**config.mk**
```make
export PLATFORM = sky130hd
export DESIGN_NAME = video_sync_gen
export DESIGN_NICKNAME = d
export VERILOG_FILES = /design/src/rtl/video_sync_gen.sv
export SDC_FILE = /design/constraint.sdc
export NUM_CORES = 1
export LEC_CHECK = 0
export ABC_AREA = 1
export CAP_MARGIN = 20
export CORE_UTILIZATION = 55
export DETAILED_ROUTE_END_ITERATION = 16
export PLACE_DENSITY = 0.77
export SLEW_MARGIN = 40
export SYNTH_ARGS = -nofsm -noshare
export SYNTH_HDL_FRONTEND = slang
export SYNTH_SLANG_ARGS = --single-unit
```
**constraint.sdc**
```tcl
create_clock -name clk4mhz -period 3.84 [get_ports clk4mhz]
set_clock_uncertainty 0.05 [all_clocks]
set_input_delay 0.384 -clock clk4mhz [delete_from_list [all_inputs] [get_ports clk4mhz]]
set_output_delay 0.384 -clock clk4mhz [all_outputs]
set_load 0.05 [all_outputs]
```
**src/rtl/video_sync_gen.sv**
```systemverilog
// rtl/video_sync_gen.sv - composite sync, burst gate and synthetic target generator
module video_sync_gen #(
  parameter int unsigned LINE_CLKS    = 254,
  parameter int unsigned HSYNC_CLKS   = 19,
  parameter int unsigned BURST_START  = 21,
  parameter int unsigned BURST_CLKS   = 10,
  parameter int unsigned FIELD0_LINES = 263,
  parameter int unsigned FIELD1_LINES = 262,
  parameter int unsigned VSYNC_LINES  = 9,
  parameter int unsigned TGT_W        = 4,
  parameter int unsigned TGT_H        = 4
) (
  input  logic       clk4mhz,
  input  logic       reset,
  input  logic       tgt_en,
  input  logic [8:0] tgt_line,
  input  logic [8:0] tgt_col,
  output logic       csync,
  output logic       vsync,
  output logic       field,
  output logic       burst,
  output logic       target,
  output logic       line_start,
  output logic       field_start
);

  localparam logic [7:0] HLAST  = 8'(LINE_CLKS - 1);
  localparam logic [8:0] VLAST0 = 9'(FIELD0_LINES - 1);
  localparam logic [8:0] VLAST1 = 9'(FIELD1_LINES - 1);
  localparam logic [9:0] HS_10  = 10'(HSYNC_CLKS);
  localparam logic [9:0] BS_10  = 10'(BURST_START);
  localparam logic [9:0] BE_10  = 10'(BURST_START + BURST_CLKS);
  localparam logic [9:0] VS_10  = 10'(VSYNC_LINES);
  localparam logic [9:0] TW_10  = 10'(TGT_W);
  localparam logic [9:0] TH_10  = 10'(TGT_H);

  // Timing state
  logic [7:0] hcnt_q, hcnt_d;
  logic [8:0] vcnt_q, vcnt_d;
  logic       field_q, field_d;

  // Target box, frozen for the duration of a field
  logic       sh_en_q;
  logic [8:0] sh_line_q;
  logic [8:0] sh_col_q;

  // Registered outputs
  logic csync_q, vsync_q, field_out_q, burst_q, target_q, line_start_q, field_start_q;

  // Decodes of the current state
  logic       h_wrap, v_wrap, at_origin;
  logic       csync_d, vsync_d, burst_d, target_d, line_start_d, field_start_d;
  logic       line_hit, col_hit;
  logic [9:0] hcnt_w, vcnt_w, acol, aline, line_lo, col_lo;

  // Next counter state: advance hcnt, step vcnt at line end, flip field at field end
  always_comb begin
    h_wrap = (hcnt_q == HLAST);
    v_wrap = field_q ? (vcnt_q == VLAST1) : (vcnt_q == VLAST0);
    hcnt_d = h_wrap ? 8'd0 : hcnt_q + 8'd1;
    vcnt_d = vcnt_q;
    field_d = field_q;
    if (h_wrap) begin
      if (v_wrap) begin
        vcnt_d  = 9'd0;
        field_d = ~field_q;
      end else begin
        vcnt_d = vcnt_q + 9'd1;
      end
    end
  end

  // Output decodes of the current counter state, widened to 10 bits so box edges clip
  always_comb begin
    hcnt_w        = {2'b00, hcnt_q};
    vcnt_w        = {1'b0, vcnt_q};
    acol          = hcnt_w - HS_10;
    aline         = vcnt_w - VS_10;
    line_lo       = {1'b0, sh_line_q};
    col_lo        = {1'b0, sh_col_q};
    at_origin     = (hcnt_q == 8'd0) && (vcnt_q == 9'd0);
    csync_d       = (hcnt_w < HS_10);
    vsync_d       = (vcnt_w < VS_10);
    burst_d       = !vsync_d && (hcnt_w >= BS_10) && (hcnt_w < BE_10);
    line_hit      = (aline >= line_lo) && (aline < line_lo + TH_10);
    col_hit       = (acol >= col_lo) && (acol < col_lo + TW_10);
    target_d      = sh_en_q && !csync_d && !vsync_d && line_hit && col_hit;
    line_start_d  = (hcnt_q == 8'd0);
    field_start_d = at_origin;
  end

  // Counters, field-start shadow load of the target box, and registered outputs
  always_ff @(posedge clk4mhz) begin
    if (reset) begin
      hcnt_q        <= '0;
      vcnt_q        <= '0;
      field_q       <= 1'b0;
      sh_en_q       <= 1'b0;
      sh_line_q     <= '0;
      sh_col_q      <= '0;
      csync_q       <= 1'b0;
      vsync_q       <= 1'b0;
      field_out_q   <= 1'b0;
      burst_q       <= 1'b0;
      target_q      <= 1'b0;
      line_start_q  <= 1'b0;
      field_start_q <= 1'b0;
    end else begin
      hcnt_q  <= hcnt_d;
      vcnt_q  <= vcnt_d;
      field_q <= field_d;
      if (at_origin) begin
        sh_en_q   <= tgt_en;
        sh_line_q <= tgt_line;
        sh_col_q  <= tgt_col;
      end
      csync_q       <= csync_d;
      vsync_q       <= vsync_d;
      field_out_q   <= field_q;
      burst_q       <= burst_d;
      target_q      <= target_d;
      line_start_q  <= line_start_d;
      field_start_q <= field_start_d;
    end
  end

  assign csync       = csync_q;
  assign vsync       = vsync_q;
  assign field       = field_out_q;
  assign burst       = burst_q;
  assign target      = target_q;
  assign line_start  = line_start_q;
  assign field_start = field_start_q;

endmodule

```
==> impl_metrics.yaml <==
sta:
  worstMarginPinSlew_ps: 606.6
  relSlewSlack: 0.5948
  rsz0062_at_grt: "no"
  tns_ps: 0
  report.final.hold_viol_count: 0
  fmax_mhz: 400.5
  setup_viol: 0
  period_needed_ps: 2497
  fin_crit_sh: 0.6503
  slew_viol_final: 0
routing:
  via_per_inst: 5.145
  vias: 2773
  wl_per_cell_um: 12.04
  drc: 0
  routed_wl_mm: 6.491
  first_pass_iters: 4
  drtAntennaViolNets: 0
  drt_iter0_drc: 110
logic_synthesis:
  syn_nets: 504
  yosysUniqueCellTypes: 31
  avgSynthCellArea_sq_um: 7.153
  synth.top_cells.by_area: "dfxtp_1, ha_1, nand2_1"
  seq_area_frac_synth: 0.2786
  netlist.area_leader.share: 0.2786
  synth.largest_area_cell: "dfxtp_1"
  synth_cells: 442
  netlist_area_sq_um: 3162
  ys_seq_elements: 44
  yosysWarnings: 0
cells_and_area:
  area_growth_pct: 12.66
  final_layout_size_suffix_gt1_frac: 0.07923
  layout_common_cells: "nand2_1, inv_1, nor2_1"
  stdcell_area_sq_um: 3562
  diodes: 0
  final_cell_count_no_fill: 539
  layout_commonest_cell: "nand2_1"
  finalNetCount: 529
clocking:
  clockBufferDepth: 2
  clk_latency_ps: 300
  cts_buffers: 5
  root_buffer: "clkbuf_8"
  cts_hold_buf: 0
  clkSinkCount: 44
  post-cts-setup-buffers: 0
  clk_pin_slew_ps: 90
  ctsResizeCount: 0
  htreeDepth: 2
  cts_tree: "built"
min_path:
  hold-path-endpoint: "sh_col_q[0]"
  hold_class: "reg2reg"
  worstHoldStart: "sh_col_q[0]"
  min_path_cells: 2
pwr:
  power_density_nw_per_um2: 302.1
  leakage_uw: 0.001602
  ir_drop_v: 0.0001870
  sequentialPowerShare: 0.474
  power_frac_comb: 0.263
  switching_share: 0.3228
  p_clk_frac: 0.263
  power_switching_uw: 347.4
  power.internal_uw: 728.8
placed_design:
  io_buffers: 27
  place_inst: 532
  gp_congestion: 0.8361
  placed_cell_area_sq_um: 3481
  dpl.hpwl_mm: 4.972
setup_path:
  r2r_end: "target"
  rr_startpoint: "vcnt_q[0]"
  crit_path_end_kind: "flop"
  critPathRequiredTime_ps: 4030
  cp-start-kind: "flop"
  arrival_ps: 2680
  r2r_slack_ps: 1340
  reg2reg_depth: 14
  crit_fanout: 7
  critPathKind: "reg2reg"
die:
  ioPinCount: 28
  core.rowCount: 27
  initial_core_util: 0.5707
  die_w_um: 77.82
  coreArea_sq_um: 5540
  fp.dieH_um: 77.82
  design.die.area_sq_um: 6056
status:
  status: "finished clean"
global_route:
  grt_start_max_net_pins: 40
  grt_pass1_vias: 2569
  track_usage: 0.2255
  grt_pass1_wl_mm: 11.06
  grt_overflow_total: 0
  grt_antenna_before_repair: 0
job:
  cap_viol_max_count: 0
metrics by stage:
| stage | setup slack [ps] | utilization | power (uW) | hold WS (ps) |
|---|---|---|---|---|
| final | 1343 | 0.6430 | 1076 | 422.7 |
| after global routing | 1011 | 0.6430 | 1148 | 451.4 |
| after CTS | 1338 | 0.6430 | 1086 | 429.8 |
| after detailed placement | 1388 | 0.6283 | 800.5 | 416.6 |
| after global placement | 1425 | 0.6267 | 786.4 | 404.4 |
| after floorplan | 1697 | - | 729.0 | 387.5 |
logic make-up (layout without fill, tap and decap cells):
| group | Yosys count | count (layout) | synth area share |
|---|---|---|---|
| and+or+nand+nor | 196 | 196 | 0.2750 |
| buffers and inverters | 85 | 110 | 0.1072 |
| adders and majority gates | 41 | 41 | 0.1622 |
| DFF | 44 | 44 | 0.2786 |
| xor gates and xnor gates | 22 | 22 | 0.06094 |
| AOI/OAI and AO/OA | 54 | 54 | 0.1159 |
cells in the mapped netlist (all sizes together):
master	number
a211oi	18
a21oi	23
buf	6
clkbuf	4
dfxtp	44
ha	41
inv	75
nand2	96
nand3	17
nand3b	1
nand4	8
nor2	59
nor3	11
nor3b	1
nor4	2
nor4b	1
o21a	1
o21ai	10
o31ai	2
xnor2	3
xor2	19
metal layers:
layer,vias to the layer above,part of all wire,global-route usage
met4,0,0.010,0.06792
met1,1245,0.52,0.3008
li1,1474,-,-
met2,47,0.43,0.3717
met5,-,0,0
met3,7,0.035,0.03529
power groups by stage:
stage | Sequential (uW) | Combinational (uW) | Clock (uW)
after floorplan | 525 | 204 | 0
after global placement | 519 | 267 | 0
after detailed placement | 520 | 281 | 0
after CTS | 510 | 283 | 293
after global routing | 514 | 321 | 314
final | 510 | 283 | 283
state kept, by name (all words and copies together), names as in the netlist:
register	cells
field_start	1
hcnt_q	8
sh_en_q	1
field	1
csync	1
vsync	1
target	1
vcnt_q	9
field_q	1
burst	1
sh_col_q	9
sh_line_q	9
line_start	1
final cells by class:
| cell class | count | area (sq um) |
|---|---|---|
| clock inverter | 2 | 12.51 |
| tap | 72 | 90.09 |
| timing repair buffer | 28 | 277.8 |
| clock buffer | 5 | 68.82 |
| multi-input combinational | 313 | 1951 |
| sequential | 44 | 880.8 |
| inverter | 75 | 281.5 |
| fill | 478 | 1978 |
critical path: stages, from the launching register on:
cell and delay (ps):
dfxtp_1 420, inv_1 150, ha_1 260, a21oi_2 240
nor2_1 70, nand2_1 160, nand2_1 120, ha_1 210
nand2_1 60, nand2_1 40, nor4_1 210, nand3_1 120
a21oi_1 140, nand2_1 60, nor2_1 110
worst max path at each step:
stage               slack (ps)       to  cells after the start  startpoint
floorplan                 1700   target                     17   vcnt_q[0]
global placement          1430  sh_en_q                      7   vcnt_q[0]
detailed placement        1390   target                     17   vcnt_q[0]
CTS                       1340   target                     14   vcnt_q[0]
global route              1010   target                     17   vcnt_q[0]
finish                    1340   target                     14   vcnt_q[0]
No activity file was read; power rests on OpenSTA's default activity.
